**config.mk**
```make
export PLATFORM = sky130hd
export DESIGN_NAME = apb_cfg_master
export DESIGN_NICKNAME = d
export VERILOG_FILES = /design/src/rtl/apb_cfg_master.sv
export SDC_FILE = /design/constraint.sdc
export NUM_CORES = 1
export LEC_CHECK = 0
export ABC_AREA = 1
export ABC_CLOCK_PERIOD_IN_PS = 3100
export BUFFER_PORTS_ARGS = -buffer_cell sky130_fd_sc_hd__buf_2
export CAP_MARGIN = 30
export CORE_ASPECT_RATIO = 1.25
export CORE_MARGIN = 2
export CORE_UTILIZATION = 44
export CTS_BUF_LIST = sky130_fd_sc_hd__clkbuf_4
export CTS_CLUSTER_DIAMETER = 40
export CTS_CLUSTER_SIZE = 14
export DETAILED_ROUTE_END_ITERATION = 10
export PLACE_DENSITY = 0.78
export SYNTH_ARGS = -nofsm -noshare
export SYNTH_HDL_FRONTEND = slang
export SYNTH_SLANG_ARGS = --single-unit
export TNS_END_PERCENT = 5
```
**constraint.sdc**
```tcl
create_clock -name HCLK -period 3.1 [get_ports HCLK]
set_input_delay 0.775 -clock HCLK [delete_from_list [all_inputs] [get_ports HCLK]]
set_output_delay 0.775 -clock HCLK [all_outputs]
set_load 0.02 [all_outputs]
```
**src/rtl/apb_cfg_master.sv**
```systemverilog
// Single-outstanding APB3 initiator: a valid/ready request becomes one APB transfer,
// and the result is returned on a held valid/ready response channel.
module apb_cfg_master #(
  parameter int APB_ADDR_WIDTH = 12,
  parameter int TIMEOUT_CYCLES = 255
) (
  input  logic                      HCLK,
  input  logic                      HRESET,
  input  logic                      req_valid_i,
  output logic                      req_ready_o,
  input  logic [APB_ADDR_WIDTH-1:0] req_addr_i,
  input  logic                      req_write_i,
  input  logic [31:0]               req_wdata_i,
  output logic                      rsp_valid_o,
  input  logic                      rsp_ready_i,
  output logic [31:0]               rsp_rdata_o,
  output logic                      rsp_err_o,
  output logic                      rsp_timeout_o,
  output logic [APB_ADDR_WIDTH-1:0] PADDR,
  output logic [31:0]               PWDATA,
  output logic                      PWRITE,
  output logic                      PSEL,
  output logic                      PENABLE,
  input  logic [31:0]               PRDATA,
  input  logic                      PREADY,
  input  logic                      PSLVERR
);

  localparam int CNT_W = (TIMEOUT_CYCLES < 1) ? 1 : $clog2(TIMEOUT_CYCLES + 1);
  localparam logic [CNT_W-1:0] CNT_MAX  = {CNT_W{1'b1}};
  localparam logic [CNT_W-1:0] CNT_LAST = CNT_W'(TIMEOUT_CYCLES - 1);
  localparam bit TIMEOUT_EN = (TIMEOUT_CYCLES != 0);

  typedef enum logic [1:0] {
    ST_IDLE,
    ST_SETUP,
    ST_ACCESS,
    ST_RESP
  } state_t;

  state_t                    state_reg,  state_next;
  logic [APB_ADDR_WIDTH-1:0] paddr_reg,  paddr_next;
  logic [31:0]               pwdata_reg, pwdata_next;
  logic                      pwrite_reg, pwrite_next;
  logic [31:0]               rdata_reg,  rdata_next;
  logic                      err_reg,    err_next;
  logic                      tout_reg,   tout_next;
  logic [CNT_W-1:0]          cnt_reg,    cnt_next;

  always_comb begin
    state_next  = state_reg;
    paddr_next  = paddr_reg;
    pwdata_next = pwdata_reg;
    pwrite_next = pwrite_reg;
    rdata_next  = rdata_reg;
    err_next    = err_reg;
    tout_next   = tout_reg;
    cnt_next    = cnt_reg;

    case (state_reg)
      ST_IDLE: begin
        if (req_valid_i) begin
          paddr_next  = req_addr_i;
          pwrite_next = req_write_i;
          pwdata_next = req_wdata_i;
          cnt_next    = '0;
          state_next  = ST_SETUP;
        end
      end

      ST_SETUP: begin
        state_next = ST_ACCESS;
      end

      ST_ACCESS: begin
        if (PREADY) begin
          rdata_next = pwrite_reg ? 32'h0 : PRDATA;
          err_next   = PSLVERR;
          tout_next  = 1'b0;
          state_next = ST_RESP;
        end else begin
          // Saturating wait counter; the abort fires on the edge where it hits the limit.
          if (cnt_reg != CNT_MAX) begin
            cnt_next = cnt_reg + CNT_W'(1);
          end
          if (TIMEOUT_EN && (cnt_reg == CNT_LAST)) begin
            rdata_next = 32'h0;
            err_next   = 1'b1;
            tout_next  = 1'b1;
            state_next = ST_RESP;
          end
        end
      end

      ST_RESP: begin
        if (rsp_ready_i) begin
          state_next = ST_IDLE;
        end
      end

      default: begin
        state_next = ST_IDLE;
      end
    endcase
  end

  always_ff @(posedge HCLK or posedge HRESET) begin
    if (HRESET) begin
      state_reg  <= ST_IDLE;
      paddr_reg  <= '0;
      pwdata_reg <= 32'h0;
      pwrite_reg <= 1'b0;
      rdata_reg  <= 32'h0;
      err_reg    <= 1'b0;
      tout_reg   <= 1'b0;
      cnt_reg    <= '0;
    end else begin
      state_reg  <= state_next;
      paddr_reg  <= paddr_next;
      pwdata_reg <= pwdata_next;
      pwrite_reg <= pwrite_next;
      rdata_reg  <= rdata_next;
      err_reg    <= err_next;
      tout_reg   <= tout_next;
      cnt_reg    <= cnt_next;
    end
  end

  // Control outputs are pure decodes of the registered state.
  assign req_ready_o   = (state_reg == ST_IDLE);
  assign PSEL          = (state_reg == ST_SETUP) || (state_reg == ST_ACCESS);
  assign PENABLE       = (state_reg == ST_ACCESS);
  assign rsp_valid_o   = (state_reg == ST_RESP);
  assign PADDR         = paddr_reg;
  assign PWDATA        = pwdata_reg;
  assign PWRITE        = pwrite_reg;
  assign rsp_rdata_o   = rdata_reg;
  assign rsp_err_o     = err_reg;
  assign rsp_timeout_o = tout_reg;

endmodule

```
==> flow_metrics.tcl, run 1 <==
set metrics [dict create \
    detail_route.drc_violations 0 \
    timing.slew.headroom 0.3397 \
    worstReg2RegStart "state_reg[0]$_DFFE_PP0P_" \
    route.detailed.wl_per_inst_um 14.36 \
    worst_r2r_path_depth 7 \
    max-clock-path-buffers 2 \
    finalSetupTns_ns 0 \
    synth_area_leaders "dfrtp_1 58%, mux2_2 13%, nand3_1 5.5%" \
    timing.critical_path.cells "inv_1 > ha_1 > buf_2" \
    die_width_um 87.50 \
    drive_above_1_share 0.4884 \
    ff2ff_setup_slack_ns 1.01 \
    postSynthNetCount 439 \
    cellLeakagePower_nw 2.369 \
    fp-row-count 38 \
    initial_utilization 0.4481 \
    outcome "completed" \
    io_buffers 165 \
    route.final.wire_length_um 8848 \
    combinational_family_with_the_most_area_after_synthesis "simple AND/OR/NAND/NOR gates" \
    clkSlewWorstSetupHoldPaths_ns 0.15 \
    timing.critical_path.buf_inv 2 \
    drt-vias-per-instance 4.974 \
    max_cap_violations 0 \
    io_pins 166 \
    worst_slew_pin_slew_ns 0.9894 \
    final_antenna_net_count 0 \
    post_dp_cell_area_um2 4713 \
    synth-xor-area-share 0 \
    synth_area_in_compound_gates 0.07406 \
    setup-violations-final 0 \
    synthDistinctLibCells 21 \
    synth_edf_count 0 \
    power_density_nw_per_um2 1071 \
    share_of_the_clock_period_used_by_the_worst_path_after_layout 0.7626 \
    synth.cell_area_um2 3835 \
    post_synth_fa_ha_maj_area_fraction 0.01631 \
    crit_family "flip-flops" \
    die_footprint_um2 9483 \
    nets 599 \
    critical_path_arrival_ns 1.59 \
    max_stage_delay_ns 0.43 \
    worst_setup_path_endpoint "PENABLE" \
    grt_first_pass_wirelength_um 13960 \
    netlist_instances 351 \
    skew_ns 0.01249 \
    totalPowerFinal_w 0.005168 \
    finalWeightedCongestion 0.8697 \
    ys_seq_area_frac 0.5808 \
    timing.final.max_slew_violations 0 \
    yosysWarningCount 0 \
    final_core_utilization 0.5639 \
    grt_remaining_overflow 0 \
    number_of_antenna_violations_at_the_first_check_in_global_routing 0 \
    crit_path_start "state_reg[0]$_DFFE_PP0P_" \
    synth_top_cell_area_share 0.5808 \
    syn2layout_area_growth_pct 25.84 \
    ys_async_sr_fraction 1.000 \
    first_global_vias 3085 \
    synth.most_common_cell "dfrtp_1" \
    place.detailed.hpwl_um 6334 \
    drt_first_pass_iters 5 \
    cts_max_level 3 \
    worstSetupStartpointType "register" \
    synth.ff_latch_count 89 \
    yosys.area.top_type "dfrtp_1" \
    worstHoldPathType "input port to async pin" \
    clock_insertion_delay_at_the_later_pin_of_the_skew_report_ns 0.45 \
    critPathKind "register to output port" \
    cts_tree "built" \
    post_cts.resized_instances 0 \
    final_hold_viol_count 0 \
    rr_endpoint "rsp_rdata_o[25]$_DFFE_PP0P_" \
    cts_setup_buffers 0 \
    cts-buffers-inserted 9 \
    cts_hold_repair.buffers 0 \
    postSynthAreaPerCell_um2 10.93 \
    grt_max_degree 52 \
    fp.coreArea_um2 8558 \
    critical_path_depth 3 \
    critical_path.endpoint_type "output port" \
    drt_iter0_drc 128 \
    route.vias.total 3064 \
    synth.top_cells.by_count "89 x dfrtp_1, 50 x nor2_1, 44 x mux2_2" \
    final_design_area_no_fill_um2 4826 \
    synth_ff_type "dfrtp_1" \
    worstPathRequired_ns 2.32 \
    clock_sink_count 89 \
    cp_max_stage_cell "dfrtp_1" \
    die_y_um 108.4 \
    n_antenna_cell 0 \
    path_max_fanout 10 \
    fmaxAchievable_mhz 423.0 \
    grt.total_usage 0.1900 \
    yosys.area_share.simple 0.1478 \
    ir_worst_vdd_uv 605.1 \
    synth_mux_area_frac 0.1292 \
    cts.root.buffer_cell "clkbuf_4" \
    grt_setup_unrepaired "no" \
    finalWorstPathRequiredPeriod_ns 2.364 \
]
-- report_power, final --
part / switching (W) / total (W) / internal (W)
clock network: 0.000415 / 0.000579 / 0.000164
registers: 0.000285 / 0.00200 / 0.00171
logic: 0.00161 / 0.00259 / 0.000978
-- worst reg2reg max path: cells and delay by family (launching register included) --
family          cells  cell delay [ns]
compound gates      1             0.12
fa+ha+maj           1             0.38
buf+inv             2             0.38
flops               1             0.43
simple gates        3             0.71
-- layer usage --
layer	wire length (um)	share of wire	GRT usage	up-vias
li1	-	-	-	1485
met1	3511	0.40	0.2223	1443
met2	4528	0.51	0.3144	110
met3	520	0.059	0.04504	26
met4	287	0.032	0.1110	0
met5	0	0	0	-
-- how the worst min path moves through the flow --
stage / endpoint / start / cells after the start / slack, ns
2_1_floorplan: state_reg[0]$_DFFE_PP0P_ / state_reg[0]$_DFFE_PP0P_ / 2 / 0.47
3_3_place_gp: PWDATA[14]$_DFFE_PP0P_ / PWDATA[14]$_DFFE_PP0P_ / 1 / 0.48
3_5_place_dp: PWDATA[18]$_DFFE_PP0P_ / PWDATA[18]$_DFFE_PP0P_ / 1 / 0.49
4_1_cts: PWDATA[13]$_DFFE_PP0P_ / HRESET / 2 / 0.39
5_1_grt: PWDATA[31]$_DFFE_PP0P_ / HRESET / 2 / 0.42
6_report: PWDATA[31]$_DFFE_PP0P_ / HRESET / 2 / 0.37
-- kinds of logic after synthesis --
group,after synthesis
AOI/OAI and AO/OA,44
buffers and inverters,38
DFF,89
adders and majority gates,5
and+or+nand+nor,131
muxes,44
-- stage by stage --
step | std cells | worst slack (ns) | hold slack, ns
final | 616 | 0.7359 | 0.3706
after global routing | 616 | 0.6030 | 0.4236
after CTS | 616 | 0.6956 | 0.3859
after detailed placement | 600 | 1.010 | 0.4880
after global placement | 600 | 1.147 | 0.4822
after floorplan | 351 | 0.01809 | 0.4689
-- layout by cell type (no fill, tap or decap), types with 2 or more instances in the layout --
master | synthesis | layout
dfrtp_1 | 89 | 89
inv_1 | 17 | 16
nand2_1 | 33 | 32
clkinv_1 | 0 | 2
nand3_1 | 42 | 42
clkinvlp_4 | 0 | 2
nor2_1 | 50 | 50
buf_12 | 0 | 2
buf_2 | 6 | 165
inv_6 | 0 | 2
ha_1 | 5 | 5
mux2_2 | 44 | 44
o21ai_1 | 2 | 2
nand2_2 | 2 | 3
clkinv_2 | 0 | 2
clkbuf_4 | 0 | 9
buf_4 | 3 | 2
a21oi_2 | 17 | 17
o21ai_0 | 5 | 5
a21oi_1 | 20 | 20
-- area by class of cell --
| cell class | instances | area [um^2] |
|---|---|---|
| fill | 766 | 3732 |
| sequential | 89 | 2227 |
| multi-input combinational | 224 | 1411 |
| timing repair buffer | 169 | 880.8 |
| tap | 100 | 125.1 |
| inverter | 18 | 68.82 |
| clock buffer | 9 | 67.56 |
| clock inverter | 7 | 45.04 |
Power figures use the tool's default switching activity.
==> run 2: changes to the inputs <==
==> config.mk (replaced) <==
export PLATFORM = sky130hd
export DESIGN_NAME = apb_cfg_master
export DESIGN_NICKNAME = d
export VERILOG_FILES = /design/src/rtl/apb_cfg_master.sv
export SDC_FILE = /design/constraint.sdc
export NUM_CORES = 1
export LEC_CHECK = 0
export ABC_AREA = 0
export ABC_CLOCK_PERIOD_IN_PS = 2460
export BUFFER_PORTS_ARGS = -buffer_cell sky130_fd_sc_hd__buf_2
export CAP_MARGIN = 30
export CORE_ASPECT_RATIO = 1.25
export CORE_MARGIN = 2
export CORE_UTILIZATION = 48
export CTS_BUF_LIST = sky130_fd_sc_hd__clkbuf_4
export CTS_CLUSTER_DIAMETER = 40
export CTS_CLUSTER_SIZE = 14
export DETAILED_ROUTE_END_ITERATION = 10
export PLACE_DENSITY = 0.82
export SYNTH_ARGS = -nofsm -noshare
export SYNTH_HDL_FRONTEND = slang
export SYNTH_SLANG_ARGS = --single-unit
export TNS_END_PERCENT = 5
==> constraint.sdc (replaced) <==
create_clock -name HCLK -period 2.46 [get_ports HCLK]
set_input_delay 0.615 -clock HCLK [delete_from_list [all_inputs] [get_ports HCLK]]
set_output_delay 0.615 -clock HCLK [all_outputs]
set_load 0.02 [all_outputs]
==> flow_metrics.tcl, run 2 <==
set metrics [dict create \
    setup-violations-final 0 \
    nets 512 \
    ir_worst_vdd_uv 863.0 \
    cts-buffers-inserted 9 \
    synth.cell_area_um2 3642 \
    synth.ff_latch_count 89 \
    most_frequent_cells_in_the_layout "165 x buf_2, 89 x dfrtp_1, 41 x mux2_1, 32 x a22o_1, 10 x clkbuf_4" \
    grt_setup_unrepaired "no" \
    pre_cts_ws_ns 0.5007 \
    final-instance-count-excl-fill 521 \
    n_antenna_cell 0 \
    fp.coreArea_um2 7357 \
    grt_remaining_overflow 0 \
    die_width_um 81.91 \
    grt.total_usage 0.2009 \
    skew_ns 0.03268 \
    drt_first_pass_iters 4 \
    postSynthNetCount 346 \
    final_hold_viol_count 0 \
    fin_ws_ns 0.3027 \
    die_footprint_um2 8305 \
    final_antenna_net_count 0 \
    syn2layout_area_growth_pct 29.27 \
    max_stage_delay_ns 0.42 \
    timing.critical_path.buf_inv 2 \
    finalWorstPathRequiredPeriod_ns 2.157 \
    clock_insertion_delay_at_the_later_pin_of_the_skew_report_ns 0.45 \
    fp-row-count 35 \
    timing.slew.headroom 0.6847 \
    cp_max_stage_cell "dfrtp_1" \
    max-clock-path-buffers 2 \
    detail_route.drc_violations 0 \
    finalSetupTns_ns 0 \
    netlist_instances 258 \
    number_of_antenna_violations_at_the_first_check_in_global_routing 0 \
    n_fill_cell 558 \
    drive_above_1_share 0.4709 \
    timing.final.max_slew_violations 0 \
    postSynthAreaPerCell_um2 14.12 \
    initial_utilization 0.4951 \
    place.detailed.hpwl_um 6144 \
    synth_edf_count 0 \
    first_global_vias 2558 \
    path_max_fanout 15 \
    max_cap_violations 0 \
    synth.most_common_cell "dfrtp_1" \
    synth_area_leaders "dfrtp_1 61%, mux2_1 13%, a22o_1 7.7%" \
    critical_path_arrival_ns 1.54 \
    worstSetupStartpointType "register" \
    cts.root.buffer_cell "clkbuf_4" \
    route.vias.total 2805 \
    grt_first_pass_wirelength_um 12500 \
    power_density_nw_per_um2 1332 \
    critical_path.endpoint_type "output port" \
    route.detailed.wl_per_inst_um 16.21 \
    clock_sink_count 89 \
    synth.top_cells.by_count "89 x dfrtp_1, 41 x mux2_1, 32 x a22o_1" \
    cts_setup_buffers 0 \
    ys_async_sr_fraction 1.000 \
    worstHoldPathType "input port to async pin" \
    fmaxAchievable_mhz 463.5 \
    die_y_um 101.4 \
    drt_iter0_drc 110 \
    drt-vias-per-instance 5.384 \
    io_pins 166 \
    finalWeightedCongestion 0.8571 \
    grt_max_degree 90 \
    yosysWarningCount 0 \
    cts_max_level 3 \
    io_buffers 165 \
    synthDistinctLibCells 37 \
    clkSlewWorstSetupHoldPaths_ns 0.16 \
    crit_family "flip-flops" \
    share_of_the_clock_period_used_by_the_worst_path_after_layout 0.8769 \
    cellLeakagePower_nw 2.415 \
    route.final.wire_length_um 8447 \
    dp_cells 505 \
    synth_top_cell_area_share 0.6115 \
    cts_tree "built" \
    synth_ff_type "dfrtp_1" \
    ys_seq_area_frac 0.6115 \
    worst_slew_pin_slew_ns 0.4729 \
    hold_ws_ns 0.2338 \
    layout.cells.most_common "buf_2" \
    outcome "completed" \
    critPathKind "register to output port" \
    timing.critical_path.cells "inv_1 > ha_2 > buf_2" \
    yosys.area.top_type "dfrtp_1" \
    worstPathRequired_ns 1.85 \
]
run 2: cell count changes after synthesis, moves of 4 or more:
cell,change
nor2_1,-46
mux2_1,+41
mux2_2,-39
nand3_1,-39
a22o_1,+32
nand2_1,-23
a21oi_2,-17
a21oi_1,-14
inv_1,-10
a31oi_1,+6
clkbuf_1,-6
buf_2,+5
nor4_1,+4
run 2: through the flow:
stage	power (W)	cell area (um^2)	utilization
CTS	0.006339	4706	0.6396
floorplan	0.004455	3646	-
global route	0.006683	4708	0.6400
global placement	0.005370	4558	0.6196
detailed placement	0.005477	4558	0.6196
finish	0.006270	4708	0.6400
run 2: layout make-up:
| type | count | area (um^2) | share of cell area |
|---|---|---|---|
| Clock inverter | 6 | 72.57 | 0.01541 |
| Inverter | 7 | 30.03 | 0.006378 |
| Tap cell | 92 | 115.1 | 0.02445 |
| Clock buffer | 10 | 75.07 | 0.01594 |
| Sequential cell | 89 | 2227 | 0.4730 |
| Timing Repair Buffer | 169 | 880.8 | 0.1871 |
| Multi-Input combinational cell | 148 | 1308 | 0.2777 |
run 2: metal layers:
layer / track usage / wire length, um / up-vias / part of all wire
met5: 0 / 0 / - / 0
met4: 0.07564 / 138 / 0 / 0.016
met3: 0.06150 / 746 / 13 / 0.088
met2: 0.3246 / 4166 / 124 / 0.49
met1: 0.2536 / 3396 / 1375 / 0.40
li1: - / - / 1293 / -
run 2: worst register-to-register path: stages (launching register included):
cell     delay (ns)
dfrtp_1        0.42
inv_1          0.09
ha_2           0.37
nor2b_2        0.30
o221a_2        0.30
o21ai_1        0.09
a21o_1         0.18
run 2: cell families (layout without fill, tap and decap cells):
logic type                 Yosys count  count (layout)  share of synthesized area
AOI/OAI and AO/OA                   62              62                     0.1374
DFF                                 89              89                     0.6115
muxes                               46              46                     0.1422
and+or+nand+nor                     35              35                    0.06012
adders and majority gates            5               5                    0.01718
buffers and inverters               21             192                    0.03160
run 2: path summary, 6_finish.rpt:
| path | from | cells past startpoint | endpoint | slack [ns] |
|---|---|---|---|---|
| worst max-delay path | state_reg[0]$_DFFE_PP0P_ | 3 | PENABLE | 0.30 |
| worst min-delay path | HRESET | 3 | PADDR[0]$_DFFE_PP0P_ | 0.23 |
| worst max register to register | state_reg[0]$_DFFE_PP0P_ | 6 | cnt_reg[5]$_DFFE_PP0P_ | 0.62 |
| worst min register to register | PWDATA[13]$_DFFE_PP0P_ | 1 | PWDATA[13]$_DFFE_PP0P_ | 0.50 |
| max in group asynchronous | HRESET | 3 | cnt_reg[3]$_DFFE_PP0P_ | 1.81 |
| min in group HCLK | req_addr_i[4] | 2 | PADDR[4]$_DFFE_PP0P_ | 0.36 |
run 2: what timing repair did:
item                       in CTS  in global routing
setup endpoints to repair       0                  1
hold buffers                    0                  0
hold endpoints to repair        0                  0
gates resized for setup         0                  1
run 2: report_power, final:
group	total, W	switching [W]	internal (W)
combinational	0.00291	0.00174	0.00117
sequential	0.00251	0.000383	0.00213
clock	0.000851	0.000515	0.000336
